### src/rtl/median_3x3_frame_ctrl_pkg.sv
// Shared types and elaboration-time helpers for the 3x3 median frame controller.
package median_3x3_frame_ctrl_pkg;

  // Frame sequencer states.
  typedef enum logic [1:0] {
    ST_IDLE  = 2'd0,
    ST_RUN   = 2'd1,
    ST_DRAIN = 2'd2,
    ST_DONE  = 2'd3
  } state_t;

  // Number of bits needed to hold values 0 .. value-1.
  function automatic int clog2_f(input int value);
    int bits;
    bits = 0;
    while ((1 << bits) < value) bits++;
    return bits;
  endfunction

  // Median results expected per frame: one per interior 3x3 window.
  function automatic int n_outputs(input int rows, input int cols);
    return (rows - 2) * (cols - 2);
  endfunction

endpackage

### src/rtl/median_3x3_frame_ctrl_pos.sv
// Raster position tracker: row/column of the pixel about to be accepted,
// with a window flag once WIN_MIN rows and columns are buffered.
module raster_pos_counter
  import median_3x3_frame_ctrl_pkg::*;
#(
  parameter int ROWS    = 5,
  parameter int COLS    = 5,
  parameter int WIN_MIN = 2,
  parameter int ROW_W   = clog2_f(ROWS),
  parameter int COL_W   = clog2_f(COLS)
) (
  input  logic             clk,
  input  logic             rst,
  input  logic             clr_i,
  input  logic             adv_i,
  output logic [ROW_W-1:0] row_o,
  output logic [COL_W-1:0] col_o,
  output logic             at_window_o,
  output logic             at_last_o
);

  logic [ROW_W-1:0] r_row;
  logic [COL_W-1:0] r_col;

  // Advance in raster order; the last pixel wraps back to (0,0).
  always_ff @(posedge clk or negedge rst) begin
    // NOTE: sequential state uses non-blocking assignments so every flop samples pre-edge values.
    if (!rst) begin
      r_row <= '0;
      r_col <= '0;
    end else if (clr_i) begin
      r_row <= '0;
      r_col <= '0;
    end else if (adv_i) begin
      if (r_col == COL_W'(COLS - 1)) begin
        r_col <= '0;
        r_row <= (r_row == ROW_W'(ROWS - 1)) ? '0 : r_row + ROW_W'(1);
      end else begin
        r_col <= r_col + COL_W'(1);
      end
    end
  end

  assign row_o       = r_row;
  assign col_o       = r_col;
  assign at_window_o = (r_row >= ROW_W'(WIN_MIN)) && (r_col >= COL_W'(WIN_MIN));
  assign at_last_o   = (r_row == ROW_W'(ROWS - 1)) && (r_col == COL_W'(COLS - 1));

endmodule

### src/rtl/median_3x3_frame_ctrl.sv
// Frame sequencer for the 3x3 median path: accepts a raster stream, issues one
// window strobe per interior pixel, and counts median results to close the frame.
module median_3x3_frame_ctrl
  import median_3x3_frame_ctrl_pkg::*;
#(
  parameter int ROWS      = 5,
  parameter int COLS      = 5,
  parameter int DRAIN_MAX = 64
) (
  input  logic                     clk,
  input  logic                     rst,
  input  logic                     start_i,
  input  logic                     pix_valid_i,
  output logic                     pix_ready_o,
  output logic                     win_valid_o,
  input  logic                     med_valid_i,
  output logic [clog2_f(ROWS)-1:0] row_o,
  output logic [clog2_f(COLS)-1:0] col_o,
  output logic                     busy_o,
  output logic                     frame_done_o,
  output logic                     err_o
);

  localparam int ROW_W = clog2_f(ROWS);
  localparam int COL_W = clog2_f(COLS);
  localparam int N_OUT = n_outputs(ROWS, COLS);
  localparam int OUT_W = clog2_f(N_OUT + 1);
  localparam int DRN_W = clog2_f(DRAIN_MAX + 1);

  state_t           r_state;
  state_t           w_next;
  logic [ROW_W-1:0] w_pos_row;
  logic [COL_W-1:0] w_pos_col;
  logic             w_at_window;
  logic             w_at_last;
  logic             w_start;
  logic             w_accept;
  logic             w_med_cnt;
  logic             w_out_full;
  logic             w_out_done;
  logic             w_drain_exp;
  logic [OUT_W-1:0] r_out_cnt;
  logic [DRN_W-1:0] r_drain_cnt;
  logic [ROW_W-1:0] r_row;
  logic [COL_W-1:0] r_col;
  logic             r_err;
  logic             r_win_valid;
  logic             r_pix_ready;
  logic             r_busy;
  logic             r_frame_done;

  raster_pos_counter #(
    .ROWS    (ROWS),
    .COLS    (COLS),
    .WIN_MIN (2),
    .ROW_W   (ROW_W),
    .COL_W   (COL_W)
  ) u_pos (
    .clk         (clk),
    .rst         (rst),
    .clr_i       (w_start),
    .adv_i       (w_accept),
    .row_o       (w_pos_row),
    .col_o       (w_pos_col),
    .at_window_o (w_at_window),
    .at_last_o   (w_at_last)
  );

  assign w_start     = start_i && (r_state == ST_IDLE);
  assign w_accept    = pix_valid_i && (r_state == ST_RUN);
  assign w_med_cnt   = med_valid_i && ((r_state == ST_RUN) || (r_state == ST_DRAIN));
  assign w_out_full  = (r_out_cnt == OUT_W'(N_OUT));
  // The Nth result closes the frame in the cycle it arrives.
  assign w_out_done  = w_out_full || (w_med_cnt && (r_out_cnt == OUT_W'(N_OUT - 1)));
  assign w_drain_exp = (r_drain_cnt == DRN_W'(DRAIN_MAX - 1));

  // State register.
  always_ff @(posedge clk or negedge rst) begin
    if (!rst) r_state <= ST_IDLE;
    else      r_state <= w_next;
  end

  // Next-state logic.
  always_comb begin
    // NOTE: default assigned first so no path leaves w_next unassigned (no latch).
    w_next = r_state;
    case (r_state)
      ST_IDLE:  if (start_i) w_next = ST_RUN;
      ST_RUN:   if (w_accept && w_at_last) w_next = ST_DRAIN;
      ST_DRAIN: if (w_out_done || w_drain_exp) w_next = ST_DONE;
      ST_DONE:  w_next = ST_IDLE;
      default:  w_next = ST_IDLE;
    endcase
  end

  // Position outputs, result/drain counters and the sticky error flag.
  always_ff @(posedge clk or negedge rst) begin
    if (!rst) begin
      r_row       <= '0;
      r_col       <= '0;
      r_out_cnt   <= '0;
      r_drain_cnt <= '0;
      r_err       <= 1'b0;
    end else if (w_start) begin
      r_row       <= '0;
      r_col       <= '0;
      r_out_cnt   <= '0;
      r_drain_cnt <= '0;
      r_err       <= 1'b0;
    end else begin
      if (w_accept) begin
        r_row <= w_pos_row;
        r_col <= w_pos_col;
      end
      if (w_med_cnt) begin
        if (w_out_full) r_err     <= 1'b1;
        else            r_out_cnt <= r_out_cnt + OUT_W'(1);
      end
      if (r_state == ST_DRAIN) begin
        r_drain_cnt <= r_drain_cnt + DRN_W'(1);
        if (w_drain_exp && !w_out_done) r_err <= 1'b1;
      end
    end
  end

  // Registered status outputs decoded from the upcoming state.
  always_ff @(posedge clk or negedge rst) begin
    if (!rst) begin
      r_win_valid  <= 1'b0;
      r_pix_ready  <= 1'b0;
      r_busy       <= 1'b0;
      r_frame_done <= 1'b0;
    end else begin
      r_win_valid  <= w_accept && w_at_window;
      r_pix_ready  <= (w_next == ST_RUN);
      r_busy       <= (w_next != ST_IDLE);
      r_frame_done <= (w_next == ST_DONE);
    end
  end

  assign pix_ready_o  = r_pix_ready;
  assign win_valid_o  = r_win_valid;
  assign row_o        = r_row;
  assign col_o        = r_col;
  assign busy_o       = r_busy;
  assign frame_done_o = r_frame_done;
  assign err_o        = r_err;

endmodule

### config.mk
export PLATFORM = sky130hd
export DESIGN_NAME = median_3x3_frame_ctrl
export DESIGN_NICKNAME = d
export VERILOG_FILES = /design/src/rtl/median_3x3_frame_ctrl_pkg.sv /design/src/rtl/median_3x3_frame_ctrl_pos.sv /design/src/rtl/median_3x3_frame_ctrl.sv
export SDC_FILE = /design/constraint.sdc
export NUM_CORES = 1
export LEC_CHECK = 0
export ABC_AREA = 1
export CORE_ASPECT_RATIO = 0.75
export CORE_MARGIN = 1
export CORE_UTILIZATION = 53
export CTS_BUF_LIST = sky130_fd_sc_hd__clkbuf_2 sky130_fd_sc_hd__clkbuf_4 sky130_fd_sc_hd__clkbuf_8
export CTS_CLUSTER_DIAMETER = 30
export CTS_CLUSTER_SIZE = 24
export DETAILED_ROUTE_END_ITERATION = 12
export PLACE_DENSITY = 0.78
export SLEW_MARGIN = 20
export SYNTH_ARGS = -nofsm -noshare
export SYNTH_HDL_FRONTEND = slang
export SYNTH_HIERARCHICAL = 1
export SYNTH_SLANG_ARGS = --single-unit
### constraint.sdc
create_clock -name clk -period 1.35 [get_ports clk]
set_input_delay 0.135 -clock clk [delete_from_list [all_inputs] [get_ports clk]]
set_output_delay 0.135 -clock clk [all_outputs]
set_load 0.005 [all_outputs]
==> results.md <==
Detailed routing:
- The DRC violations left is 0.
- The remaining antenna violation count after routing is 0.
- The number of detailed-routing iterations run before antenna repair is 5.
- The final wirelength is 4230 um.
- The vias after detailed routing is 1482.
- In this run, the number of DRC markers left after iteration 0 of detailed routing was 169.
- The routed length per instance is ~15 um.
- The vias per cell is 5.39.

Clocking:
- The total number of clock tree sinks is 30.
- The master cell of the clock root buffer is sky130_fd_sc_hd__clkbuf_8.
- The clock insertion delay at the later pin of the skew report is 290 ps.
- The number of clock buffers added by TritonCTS is 5.
- CTS built an H-tree with a depth of 2.
- The clock tree from TritonCTS is done.
- The clock-pin slew reported for the worst setup and hold paths after clock tree synthesis is 60 ps.
- The deepest clock path buffer count is 2.
- The post-cts hold buffer count is 0.

Run status:
- The run finished, with violations left.
- The checks that failed: setup timing.

Global routing:
- The total track usage is 26.7%.
- The remaining global-route overflow is 0.
- The initial antenna violation count is 0.
- The largest net degree at the start of global routing is 31.
- The first global-routing pass estimated 6340 um of wire.
- The number of global-route vias before repair is 1374.

Final layout:
- Compared with the post-synthesis result, the final layout area differs by 41.4%.
- Measured on the finished design, the core utilization comes to between 80% and 90%.
- The net total in the final layout is around 260.
- The number of standard cells in the final layout excluding fillers is about 280.
- The final antenna diode count is 0.
- The ratio of cells with drive above 1 in the final layout is 38.1%.
- Counting the fill cells in the layout gives 159.

Floorplan:
- The row count is 16.
- The floorplan step defined a die boundary enclosing 3290 sq um.
- Pin placement for this block handled 16 I/O pins.
- The starting utilization of the core area is 58.8%.
- The region available for standard cell placement spans around 2800 sq um.
- The floorplan step set the die height to 50.0 um.
- The die is 65.9 um wide.

Worst setup path:
- The worst setup path is launched from a flip-flop.
- The largest individual stage delay along the critical path comes from the cell sky130_fd_sc_hd__dfrtp_1.
- By instance count, the cell type seen most on the critical path is sky130_fd_sc_hd__nand2_1.
- The highest fanout seen on the critical path is 4.
- The critical path goes through buf_4, ha_4, nand2_1, clkinv_1, nand2_1, nand2_1, a21oi_2, nand2_1, nand2_2, inv_1.
- The critical path capture point type is a flip-flop.
- Counting buffers and inverters, the worst setup path is 10 cells deep.
- The depth of the worst register-to-register path is 10.
- Grouping stages by cell kind, the critical path spends the most delay in flip-flops.
- Counting both buffers and inverters, the worst setup path holds a total of 3.
- The data required time of the worst path is 1520 ps.
- For flop-to-flop paths, the worst setup slack is -130 ps.
- The arrival time at the worst endpoint is 1660 ps.
- The delay of the slowest critical-path stage is 400 ps.
- In this run the critical register-to-register path is captured at r_state[0].
- The worst setup path is of the reg2reg kind.
- The startpoint identified for the worst register-to-register timing path is r_state[0].

Synthesis:
- The number of synthesized flops with an enable pin is 0.
- Synthesis produced a netlist with a net count of 210.
- For this run, asynchronously set or reset flops after synthesis account for 100%.
- Among all flip-flop cells after synthesis, the most frequent one is sky130_fd_sc_hd__dfrtp_1.
- The cell with the most instances after synthesis is sky130_fd_sc_hd__nand2_1.
- The commonest cells after synthesis are 41 x sky130_fd_sc_hd__nand2_1, 30 x sky130_fd_sc_hd__dfrtp_1, 23 x sky130_fd_sc_hd__inv_1.
- Synthesis inferred 30 register bits.
- Of the synthesized area, sequential elements account for 46.2%.
- The biggest area consumer among synthesized cells is sky130_fd_sc_hd__dfrtp_1.
- The area of the mapped netlist is 1630 sq um.
- The number of library cell types mapped by synthesis is 28.
- Yosys printed 6 warnings.
- The cell count after synthesis came out at 191.
- The area fraction of the dominant cell type after synthesis is between 40% and 50%.
- In the post-synthesis netlist, the biggest area contributors are sky130_fd_sc_hd__dfrtp_1 46%, sky130_fd_sc_hd__ha_1 11%, sky130_fd_sc_hd__nand2_1 9.5%.
- In this run the mean area of a mapped cell was ~8.5 sq um.

STA:
- The number of slew-limit violations in the final report came to 0.
- For the final database, setup skew stands at 3.73 ps.
- Setup violations remaining at the end of the flow were counted as 9.
- The hold violation count in the final report came to 0.
- In the post-route analysis, the smallest setup slack over all paths is -134 ps.
- Setup repair after global routing could not meet its margin everywhere.
- At the pin with the least slew margin, the transition time is 391 ps.
- The final critical path time including I/O delays and setup is 1480 ps.
- Headroom to the max-slew limit came out at between 70% and 80%.
- Static timing analysis puts the maximum clock frequency at 0.674 GHz.
- The final critical path takes up 110% of the cycle.

Hold path:
- The tightest min-delay check is of the in2async type.

Place:
- Including well taps, the total number of placed cells is 260.
- The worst slack at placement is -129 ps.
- The HPWL after detailed placement is 2570 um.
- The count of buffers inserted at the top-level ports is 15.
- The congestion estimate from routability-driven global placement came to 0.863.

Job:
- Max-cap violations in this run came to 0.

Power and ir drop:
- The overall power consumption is 4.75 mW.
- The analysis attributes to cell leakage a power of 1.10 nW.
- The maximum ir drop on the vdd rail is between 1 and 1.5 mV.
- The total power divided by cell area is a little over 2000 nW/um^2.
## flip-flops by register name (all words and copies together), names as in the netlist
| name | cells |
|---|---|
| r_drain_cnt | 7 |
| row_o | 3 |
| u_pos/col_o | 3 |
| u_pos/row_o | 3 |
| pix_ready_o | 1 |
| err_o | 1 |
| win_valid_o | 1 |
| r_out_cnt | 4 |
| r_state | 2 |
| busy_o | 1 |
| col_o | 3 |
| frame_done_o | 1 |
## per-layer routing
metal  track usage, %  share of wire [%]
met1             35.2                 43
met5                0                  0
met3             6.25                7.4
met4             10.6                3.5
met2             42.0                 46
## cells by family after synthesis
group	share of synthesized area (%)
adder cells (fa/ha/maj)	10.8
AO/OA/AOI/OAI	9.32
XOR/XNOR	0.539
buffers and inverters	6.77
flip-flops	46.2
AND/OR/NAND/NOR	26.4
## power by group
group          internal (mW)  leakage [nW]  switching, mW
registers               1.18         0.398          0.214
clock network          0.394        0.0452          0.338
logic                   1.19         0.653           1.43
## final cells by class
cell class | count | area [sq um] | share of cell area [%]
inverter | 26 | 105 | 4.57
clock buffer | 7 | 83.8 | 3.65
tap | 36 | 45.0 | 1.96
timing repair buffer | 43 | 360 | 15.7
sequential | 30 | 751 | 32.7
multi-input combinational | 133 | 953 | 41.5
## metrics by stage
| stage | hold WS [ps] | TNS [ps] | area, sq um |
|---|---|---|---|
| 5_1_grt | 284 | -1510 | 2300 |
| 3_3_place_gp | 495 | -299 | 1970 |
| 2_1_floorplan | -161 | -6.13 | 1640 |
| 3_5_place_dp | 500 | -605 | 1970 |
| 6_report | 228 | -668 | 2300 |
| 4_1_cts | 248 | -152 | 2090 |
## placed cells by master, fill, tap and decap left out, drive strengths merged
cell type / n
nand2: 48
dfrtp: 30
buf: 28
inv: 25
nor2: 20
nand3: 19
clkdlybuf4s50: 15
ha: 14
o21ai: 12
a21oi: 11
clkbuf: 7
nand4: 3
clkinv: 1
a31oi: 1
o21a: 1
nor3: 1
a211oi: 1
o31ai: 1
xor2: 1
## worst max path at each step
stage                           to           start  slack [ps]
floorplan                   busy_o  u_pos/col_o[1]          -6
global placement       pix_ready_o      r_state[1]         -90
detailed placement  r_drain_cnt[5]      r_state[0]        -130
CTS                         busy_o  u_pos/col_o[1]         -50
global route                busy_o      r_state[0]        -210
finish                  r_state[0]      r_state[0]        -130
## repair_timing
| item | CTS | global route |
|---|---|---|
| buffers inserted | 2 | 7 |
| resized for setup | 7 | 44 |
| pin swaps | 6 | 15 |
| setup endpoints to repair | 13 | 21 |
Note: power is estimated with default switching activity, not from simulation.
